--- src/rtl/traffic_countdown_display.sv ---
// Countdown display: sequential double-dabble BCD (capture to bcd_out in 10 clocks), 2-digit muxed 7-seg with yellow blink.
// Optional COUNTDOWN_DP_EN adds seg_dp for final seconds; there is no backpressure, and input changes during a conversion are picked up afterwards.
module traffic_countdown_display #(
    parameter int SCAN_DIV  = 12000,
    parameter int BLINK_DIV = 3000000
) (
    input  logic       clk,
    input  logic       rst_n,
    input  logic [7:0] count_in,
    input  logic [2:0] light_main,
    output logic [6:0] seg_out,
    output logic [1:0] dig_sel,
    output logic [7:0] bcd_out,
    output logic       busy
`ifdef COUNTDOWN_DP_EN
    ,
    output logic       seg_dp
`endif
);

    localparam int SCAN_W  = (SCAN_DIV  > 1) ? $clog2(SCAN_DIV)  : 1;
    localparam int BLINK_W = (BLINK_DIV > 1) ? $clog2(BLINK_DIV) : 1;

    localparam logic [1:0] S_IDLE  = 2'd0;
    localparam logic [1:0] S_SHIFT = 2'd1;
    localparam logic [1:0] S_DONE  = 2'd2;

    localparam logic [2:0] L_RED    = 3'b100;
    localparam logic [2:0] L_GREEN  = 3'b010;
    localparam logic [2:0] L_YELLOW = 3'b001;

    logic [1:0]         r_state;
    logic [19:0]        r_shift;
    logic [2:0]         r_bit_cnt;
    logic [7:0]         r_last_val;
    logic               r_pending;
    logic               r_busy;
    logic [7:0]         r_bcd;
    logic [SCAN_W-1:0]  r_scan_cnt;
    logic               r_digit;
    logic [BLINK_W-1:0] r_blink_cnt;
    logic               r_phase;
    logic [6:0]         r_seg;
    logic [1:0]         r_dig_sel;

    logic               w_capture;
    logic [19:0]        w_adj;
    logic [7:0]         w_sat;
    logic [7:0]         w_bcd_nxt;
    logic               w_scan_wrap;
    logic               w_digit_nxt;
    logic               w_yellow;
    logic               w_illegal;
    logic               w_blink_wrap;
    logic               w_phase_nxt;
    logic               w_blank;
    logic [6:0]         w_seg_nxt;

    function automatic logic [3:0] f_adj(input logic [3:0] n);
        return (n >= 4'd5) ? n + 4'd3 : n;
    endfunction

    function automatic logic [6:0] f_seg(input logic [3:0] d);
        case (d)
            4'd0:    return 7'h3F;
            4'd1:    return 7'h06;
            4'd2:    return 7'h5B;
            4'd3:    return 7'h4F;
            4'd4:    return 7'h66;
            4'd5:    return 7'h6D;
            4'd6:    return 7'h7D;
            4'd7:    return 7'h07;
            4'd8:    return 7'h7F;
            4'd9:    return 7'h6F;
            default: return 7'h00;
        endcase
    endfunction

    // Field layout {hundreds, tens, ones, binary}; adjust-then-shift each SHIFT cycle.
    assign w_capture = (r_state == S_IDLE) && ((count_in != r_last_val) || r_pending);
    assign w_adj     = {f_adj(r_shift[19:16]), f_adj(r_shift[15:12]), f_adj(r_shift[11:8]), r_shift[7:0]};
    assign w_sat     = (r_shift[19:16] != 4'd0) ? 8'h99 : r_shift[15:8];
    assign w_bcd_nxt = (r_state == S_DONE) ? w_sat : r_bcd;

    always_ff @(posedge clk or negedge rst_n) begin
        if (!rst_n) begin
            r_state    <= S_IDLE;
            r_shift    <= 20'd0;
            r_bit_cnt  <= 3'd0;
            r_last_val <= 8'd0;
            r_pending  <= 1'b1;
            r_busy     <= 1'b0;
            r_bcd      <= 8'd0;
        end else begin
            case (r_state)
                S_IDLE: begin
                    if (w_capture) begin
                        r_last_val <= count_in;
                        r_shift    <= {12'd0, count_in};
                        r_pending  <= 1'b0;
                        r_busy     <= 1'b1;
                        r_bit_cnt  <= 3'd0;
                        r_state    <= S_SHIFT;
                    end
                end
                S_SHIFT: begin
                    r_shift   <= {w_adj[18:0], 1'b0};
                    r_bit_cnt <= r_bit_cnt + 3'd1;
                    if (r_bit_cnt == 3'd7) begin
                        r_state <= S_DONE;
                    end
                end
                S_DONE: begin
                    r_bcd   <= w_sat;
                    r_busy  <= 1'b0;
                    r_state <= S_IDLE;
                end
                default: r_state <= S_IDLE;
            endcase
        end
    end

    assign w_scan_wrap  = (r_scan_cnt == SCAN_W'(SCAN_DIV - 1));
    assign w_digit_nxt  = w_scan_wrap ? ~r_digit : r_digit;
    assign w_yellow     = (light_main == L_YELLOW);
    assign w_illegal    = !((light_main == L_RED) || (light_main == L_GREEN) || w_yellow);
    assign w_blink_wrap = (r_blink_cnt == BLINK_W'(BLINK_DIV - 1));
    // Counter and phase are held clear outside yellow, so every entry into yellow starts on.
    assign w_phase_nxt  = w_yellow && (w_blink_wrap ? ~r_phase : r_phase);
    assign w_blank      = w_yellow && w_phase_nxt;

    always_comb begin
        w_seg_nxt = 7'h00;
        if (w_illegal) begin
            w_seg_nxt = 7'h40;
        end else if (w_blank) begin
            w_seg_nxt = 7'h00;
        end else if (!w_digit_nxt) begin
            w_seg_nxt = f_seg(w_bcd_nxt[3:0]);
        end else if (w_bcd_nxt[7:4] != 4'd0) begin
            w_seg_nxt = f_seg(w_bcd_nxt[7:4]);
        end
    end

    // Segment and digit registers are loaded from the same next-state values, avoiding ghosting.
    always_ff @(posedge clk or negedge rst_n) begin
        if (!rst_n) begin
            r_scan_cnt  <= '0;
            r_digit     <= 1'b0;
            r_blink_cnt <= '0;
            r_phase     <= 1'b0;
            r_seg       <= 7'h00;
            r_dig_sel   <= 2'b11;
        end else begin
            r_scan_cnt  <= w_scan_wrap ? '0 : r_scan_cnt + SCAN_W'(1);
            r_digit     <= w_digit_nxt;
            r_blink_cnt <= (!w_yellow || w_blink_wrap) ? '0 : r_blink_cnt + BLINK_W'(1);
            r_phase     <= w_phase_nxt;
            r_seg       <= w_seg_nxt;
            r_dig_sel   <= w_digit_nxt ? 2'b01 : 2'b10;
        end
    end

`ifdef COUNTDOWN_DP_EN
    logic r_dp;

    always_ff @(posedge clk or negedge rst_n) begin
        if (!rst_n) begin
            r_dp <= 1'b0;
        end else begin
            r_dp <= !w_digit_nxt && !w_illegal && !w_blank &&
                    ((w_bcd_nxt == 8'h01) || (w_bcd_nxt == 8'h02));
        end
    end

    assign seg_dp = r_dp;
`endif

    assign seg_out = r_seg;
    assign dig_sel = r_dig_sel;
    assign bcd_out = r_bcd;
    assign busy    = r_busy;

endmodule

--- config.mk ---
export PLATFORM = sky130hd
export DESIGN_NAME = traffic_countdown_display
export DESIGN_NICKNAME = d
export VERILOG_FILES = /design/src/rtl/traffic_countdown_display.sv
export SDC_FILE = /design/constraint.sdc
export NUM_CORES = 1
export LEC_CHECK = 0
export ABC_AREA = 1
export CAP_MARGIN = 20
export CORE_AREA = 2 2 98 100
export CTS_CLUSTER_DIAMETER = 50
export CTS_CLUSTER_SIZE = 40
export DETAILED_ROUTE_END_ITERATION = 16
export DIE_AREA = 0 0 100 102
export PLACE_DENSITY = 0.73
export SETUP_SLACK_MARGIN = 0.4
export SKIP_LAST_GASP = 1
export SYNTH_ARGS = -nofsm -noshare
export SYNTH_HDL_FRONTEND = slang
export SYNTH_SLANG_ARGS = --single-unit
--- constraint.sdc ---
create_clock -name clk -period 3.1 [get_ports clk]
set_input_delay 0.62 -clock clk [delete_from_list [all_inputs] [get_ports clk]]
set_output_delay 0.62 -clock clk [all_outputs]
set_load 0.01 [all_outputs]
After elaboration in Yosys (flattened, before gate mapping) --
Memory sizes are Yosys's and may differ from the RTL's. Cells that the tools add are included.
Cells by class: $add $sub $neg 6, order comparisons 3, equal/unequal tests 11, multiplexer cells 23, bitwise gates (word level) 2, reduce and logical (&&, ||, !) cells 17
Operator list (number):
- $pmux W20 S2 | 1
- $mux W7 | 4
- $add A22 B1 Y22 const B | 1
- $eq A22 B22 Y1 const B | 1
- $mux W22 | 1
- $mux W20 | 1
- $mux W8 | 2
- $add A14 B1 Y14 const B | 1
- $eq A14 B14 Y1 const B | 1
- $mux W14 | 1
- $ge A4 B3 Y1 const B | 3
- $add A4 B2 Y4 const B | 2
- $mux W4 | 2
- $ne A8 B8 Y1 | 1
- $reduce_and A2 Y1 | 4
- $reduce_bool A4 Y1 | 2
- $eq A3 B3 Y1 const B | 2
- $mux W2 | 3
- $mux W3 | 2
- $pmux W3 S2 | 1
- $logic_or A1 B1 Y1 | 4
- $ne A2 B2 Y1 const B | 2
- $pmux W2 S2 | 1
- $reduce_bool A2 Y1 | 2
- other kinds (12) | 17
Word-level totals: bits in registers 90, ROM bits 224, bits of input ports 13, output and inout bits 18, word-level logic and storage cells 77, memories 2
Memory list:
- (name not given) | words 16, bits a word 7, read ports 1, clocked after Yosys merged registers in 0, write ports 0, line 64 | case (d)
- (name not given) | words 16, bits a word 7, read ports 1, clocked after Yosys merged registers in 0, write ports 0, line 64

Logic depth before layout (Yosys ltp) --
depth after elaboration 8, depth in mapped cells 14, mapped depth without buffers 14

Worst setup path before layout --
No wires, ideal clock.
path type reg2reg, start point register r_shift[16], end point register r_seg[6] (netlist: seg_out[6]), library setup time 0.128 ns, arrival time 1.836 ns, data required time 2.972 ns, setup slack 1.136 ns, cell stages (with the launch flop) 15, buffers on the path 0, clock period less this slack 1.964 ns, cells stage by stage dfrtp_1 -> inv_1 -> ha_1 -> nand2_1 -> o21ai_0 -> o21ai_0 -> inv_1 -> ha_1 -> nand2_1 -> nand2_1 -> nand2_2 -> nand2_1 -> nand2_1 -> nand3_1 -> nand2_1
Between the ends: longest elaborated chain between the ends 8, elaborated cells between the ends (all ways) 10, classes of those cells mux: 6; reduce/logical: 2; memory: 2
Ends and longest elaborated chain:
- start: declaration | line 33 | logic [19:0] r_shift;
- start signal: assignment | line 99 | r_shift <= {12'd0, count_in};
- start signal: assignment | line 107 | r_shift <= {w_adj[18:0], 1'b0};
- $reduce_bool A4 Y1 (*) | line 82 | assign w_sat = (r_shift[19:16] != 4'd0) ? 8'h99 : r_shift[15:8];
- $mux W8 (*) | line 82
- $mux W8 (*)
- named net w_bcd_nxt[4] | line 49 | logic [7:0] w_bcd_nxt;
- $mem_v2 Z16 W7 / $reduce_bool A4 Y1 (equally long branches)
- $mux W7 (*) | line 140 | end else if (w_bcd_nxt[7:4] != 4'd0) begin
- $mux W7 (*) | line 138 | end else if (!w_digit_nxt) begin
- $mux W7 (*) | line 136 | end else if (w_blank) begin
- $mux W7 (*) | line 134 | if (w_illegal) begin
- named net w_seg_nxt[6] | line 57 | logic [6:0] w_seg_nxt;
- end signal: assignment | line 159 | r_seg <= w_seg_nxt;
- end: declaration | line 43 | logic [6:0] r_seg;
Mark *: on every way through the listed nets, which the timed path passes. The rest lies on a longest branch. A chain may end at the register's enable or synchronous reset.

Final worst setup path --
start point register r_shift[16], end point register r_seg[1] (netlist: seg_out[1])
Same word-level chain as after synthesis.

==> impl_metrics.prom <==
# TYPE chip_impl_metric gauge
chip_impl_metric{name="setup_viol_count_final",unit=""} 0
chip_impl_metric{name="routed_wire_length_per_instance",unit="um"} 12.9
chip_impl_metric{name="core",unit="um2"} 9110
chip_impl_metric{name="layout.filler_cells",unit=""} 837
chip_impl_metric{name="postSynthAreaPerCell",unit="um2"} 8.06
chip_impl_metric{name="die_h",unit="um"} 102
chip_impl_metric{name="simple_gate_share_of_the_synthesized_area",unit=""} 0.301
chip_impl_metric{name="antenna_cells",unit=""} 0
chip_impl_metric{name="syn_nets",unit=""} 642
chip_impl_metric{name="reg2reg_setup_slack",unit="ns"} 0.73
chip_impl_info{name="crit_path_start_kind",value="flop"} 1
chip_impl_metric{name="maximum_number_of_pins_on_one_net_before_global_route_repair",unit=""} 48
chip_impl_info{name="critical_path.endpoint_type",value="flop"} 1
chip_impl_metric{name="tightestPinTransition",unit="ns"} 0.680
chip_impl_metric{name="synth-edff-count",unit=""} 0
chip_impl_metric{name="yosys.area_share.adder",unit=""} 0.0536
chip_impl_metric{name="cp.arrival",unit="ns"} 2.64
chip_impl_metric{name="area_growth_syn_to_layout",unit="%"} 12.2
chip_impl_metric{name="core.rowCount",unit=""} 35
chip_impl_metric{name="tns",unit="ns"} 0
chip_impl_metric{name="synth-compound-area-share",unit=""} 0.0735
chip_impl_metric{name="timing.final.max_slew_violations",unit=""} 0
chip_impl_metric{name="required",unit="ns"} 3.37
chip_impl_metric{name="dpl.hpwl",unit="um"} 7320
chip_impl_metric{name="first_global_vias",unit=""} 3839
chip_impl_metric{name="layout_min_cycle_time",unit="ns"} 2.37
chip_impl_info{name="clock_tree.root_cell",value="clkbuf_8"} 1
chip_impl_metric{name="dr.first_iter.drc_count",unit=""} 134
chip_impl_metric{name="critical_path_peak_fanout",unit=""} 7
chip_impl_info{name="ys.flop_type",value="dfrtp_1"} 1
chip_impl_metric{name="grt_antenna_before_repair",unit=""} 0
chip_impl_metric{name="synth-xor-area-share",unit=""} 0.0391
chip_impl_metric{name="power.ir.vdd_worst",unit="V"} 0.000575
chip_impl_metric{name="dieArea",unit="um2"} 10200
chip_impl_metric{name="ant_nets",unit=""} 0
chip_impl_metric{name="synth_mux_area_frac",unit=""} 0
chip_impl_metric{name="leakage",unit="nW"} 2.65
chip_impl_info{name="startpoint",value="r_shift[16]"} 1
chip_impl_metric{name="postLayoutCoreUtil",unit=""} 0.604
chip_impl_metric{name="cap_viol_max_count",unit=""} 0
chip_impl_metric{name="synthCells",unit=""} 608
chip_impl_metric{name="timing.max_slew.rel_slack",unit=""} 0.546
chip_impl_metric{name="fmaxAchievable",unit="GHz"} 0.422
chip_impl_metric{name="detail_route.drc_violations",unit=""} 0
chip_impl_metric{name="ys_ff_latch",unit=""} 90
chip_impl_info{name="layout_common_cells",value="123 x nand2_1, 87 x dfrtp_1, 72 x nand3_1"} 1
chip_impl_metric{name="post_cts_resized",unit=""} 0
chip_impl_metric{name="cts.htree.levels",unit=""} 3
chip_impl_metric{name="final_cell_count_no_fill",unit=""} 759
chip_impl_metric{name="power-per-cell-area",unit="nW/um2"} 768
chip_impl_metric{name="clk_path_buf_depth",unit=""} 2
chip_impl_metric{name="gp_congestion",unit=""} 0.850
chip_impl_metric{name="post_drt_via_cell_ratio",unit=""} 5.29
chip_impl_metric{name="grt.overflow.total",unit=""} 0
chip_impl_metric{name="ys_seq_area_frac",unit=""} 0.460
chip_impl_metric{name="clock_insertion_delay_worst_skew",unit="ns"} 0.37
chip_impl_info{name="timing.rr.end",value="seg_out[1]"} 1
chip_impl_metric{name="dr_total_vias",unit=""} 4013
chip_impl_metric{name="synth_cell_types",unit=""} 36
chip_impl_metric{name="async_flop_share",unit=""} 1.00
chip_impl_info{name="rr_startpoint",value="r_shift[16]"} 1
chip_impl_metric{name="synthesis.yosys.warnings",unit=""} 0
chip_impl_metric{name="postRouteWirelength",unit="um"} 9790
chip_impl_metric{name="grt_first_pass_wirelength",unit="um"} 17000
chip_impl_metric{name="place.detailed.instances",unit=""} 743
chip_impl_metric{name="die_width",unit="um"} 100
chip_impl_metric{name="post_synth_design_cell_area",unit="um2"} 4900
chip_impl_info{name="setup.worst_path.class",value="reg -> reg"} 1
chip_impl_metric{name="post_cts_hold_buffer_count",unit=""} 0
chip_impl_metric{name="io-pin-count",unit=""} 31
chip_impl_metric{name="min_period_over_period",unit=""} 0.765
chip_impl_info{name="grt_setup_unrepaired",value="false"} 1
chip_impl_metric{name="post-cts-setup-buffer-count",unit=""} 0
chip_impl_metric{name="cts_sinks",unit=""} 90
chip_impl_info{name="most_common_cell_after_layout_fill_and_taps_aside",value="nand2_1"} 1
chip_impl_info{name="synth_top_family_by_area",value="simple AND/OR/NAND/NOR gates"} 1
chip_impl_metric{name="clock_transition_at_path_regs",unit="ns"} 0.10
chip_impl_metric{name="ratio_of_cells_with_drive_above_1_in_the_final_layout",unit=""} 0.0941
chip_impl_metric{name="reg2reg_depth",unit=""} 12
chip_impl_metric{name="final-hold-violation-count",unit=""} 0
chip_impl_metric{name="clock_buffer_count_from_cts",unit=""} 9
chip_impl_info{name="hold_path_class",value="in -> async"} 1
chip_impl_metric{name="place.port_buffers",unit=""} 30
chip_impl_metric{name="fin_skew",unit="ns"} 0.0159
chip_impl_metric{name="start_util",unit=""} 0.538
chip_impl_info{name="cts_tree",value="yes"} 1
chip_impl_info{name="outcome",value="finished, final reports clean"} 1
chip_impl_metric{name="dr.pass1.iters",unit=""} 4
chip_impl_metric{name="hold_ws",unit="ns"} 0.239
chip_impl_metric{name="final_net_count",unit=""} 677
chip_impl_metric{name="grt.total_usage",unit=""} 0.206
power breakdown:
part / switching (mW) / total [mW] / leakage, nW / internal [mW]
Sequential: 0.222 / 1.70 / 1.14 / 1.48
Combinational: 1.07 / 1.77 / 1.42 / 0.696
Clock: 0.452 / 0.758 / 0.0859 / 0.306
final cells by class:
| class | instances | area [um2] | area share |
|---|---|---|---|
| clock buffers | 9 | 124 | 0.0225 |
| clock inverters | 7 | 62.6 | 0.0114 |
| inverters | 79 | 297 | 0.0539 |
| multi-input cells | 430 | 2290 | 0.416 |
| flip-flops and latches | 90 | 2260 | 0.410 |
| well taps | 111 | 139 | 0.0252 |
| repair buffers | 33 | 333 | 0.0605 |
logic make-up after synthesis:
group,count (synthesis)
and+or+nand+nor,322
AOI/OAI and AO/OA,66
adders and majority gates,21
DFF,90
buffers and inverters,88
xor gates and xnor gates,21
critical path, stage by stage, from the launching register on:
cell and delay, ns:
dfrtp_1 0.42, inv_1 0.10, ha_1 0.23, nand2_1 0.26, o21ai_0 0.11, o21ai_0 0.20
inv_1 0.16, ha_1 0.25, nand2_1 0.09, nand2_1 0.06, nand2_2 0.11, nand3_1 0.08
a21oi_1 0.20
layer usage:
metal | track usage | vias to the layer above | routed length, um
met5 | 0 | - | 0
met4 | 0.0548 | 0 | 86
met3 | 0.0424 | 8 | 353
met2 | 0.356 | 66 | 4800
met1 | 0.267 | 1901 | 4550
li1 | - | 2038 | -
metrics by stage:
stage               setup slack (ns)  cell area (um2)  power (mW)
floorplan                       1.14             4900        2.94
global placement               0.704             5320        3.40
detailed placement             0.639             5320        3.49
CTS                            0.719             5500        4.26
global route                   0.539             5500        4.59
finish                         0.729             5500        4.23
registers in the layout (all words and copies together), names as in the netlist:
signal	count
r_pending	1
r_digit	1
r_state	2
r_shift	20
r_bit_cnt	3
bcd_out	8
r_scan_cnt	14
r_blink_cnt	22
r_phase	1
dig_sel	2
busy	1
seg_out	7
r_last_val	8
worst max path at each step:
stage	to	cells after the start
after global placement	r_blink_cnt[11]	6
after global routing	seg_out[6]	14
after detailed placement	r_shift[8]	9
after floorplan	seg_out[6]	14
after CTS	seg_out[6]	14
final	seg_out[1]	12
synthesized netlist by cell type (all sizes together) (3+ instances only):
master	count	share of area
nand3	75	0.080
nor3b	4	0.0061
nand2	132	0.11
xor2	17	0.032
inv	79	0.060
clkbuf	3	0.0023
a21oi	20	0.020
buf	6	0.0097
dfrtp	87	0.44
xnor2	4	0.0071
nor2	79	0.070
nor3	17	0.019
ha	21	0.054
nand4	13	0.017
o21ai	39	0.040
dfstp	3	0.016
(Power assumes the default switching activity.)
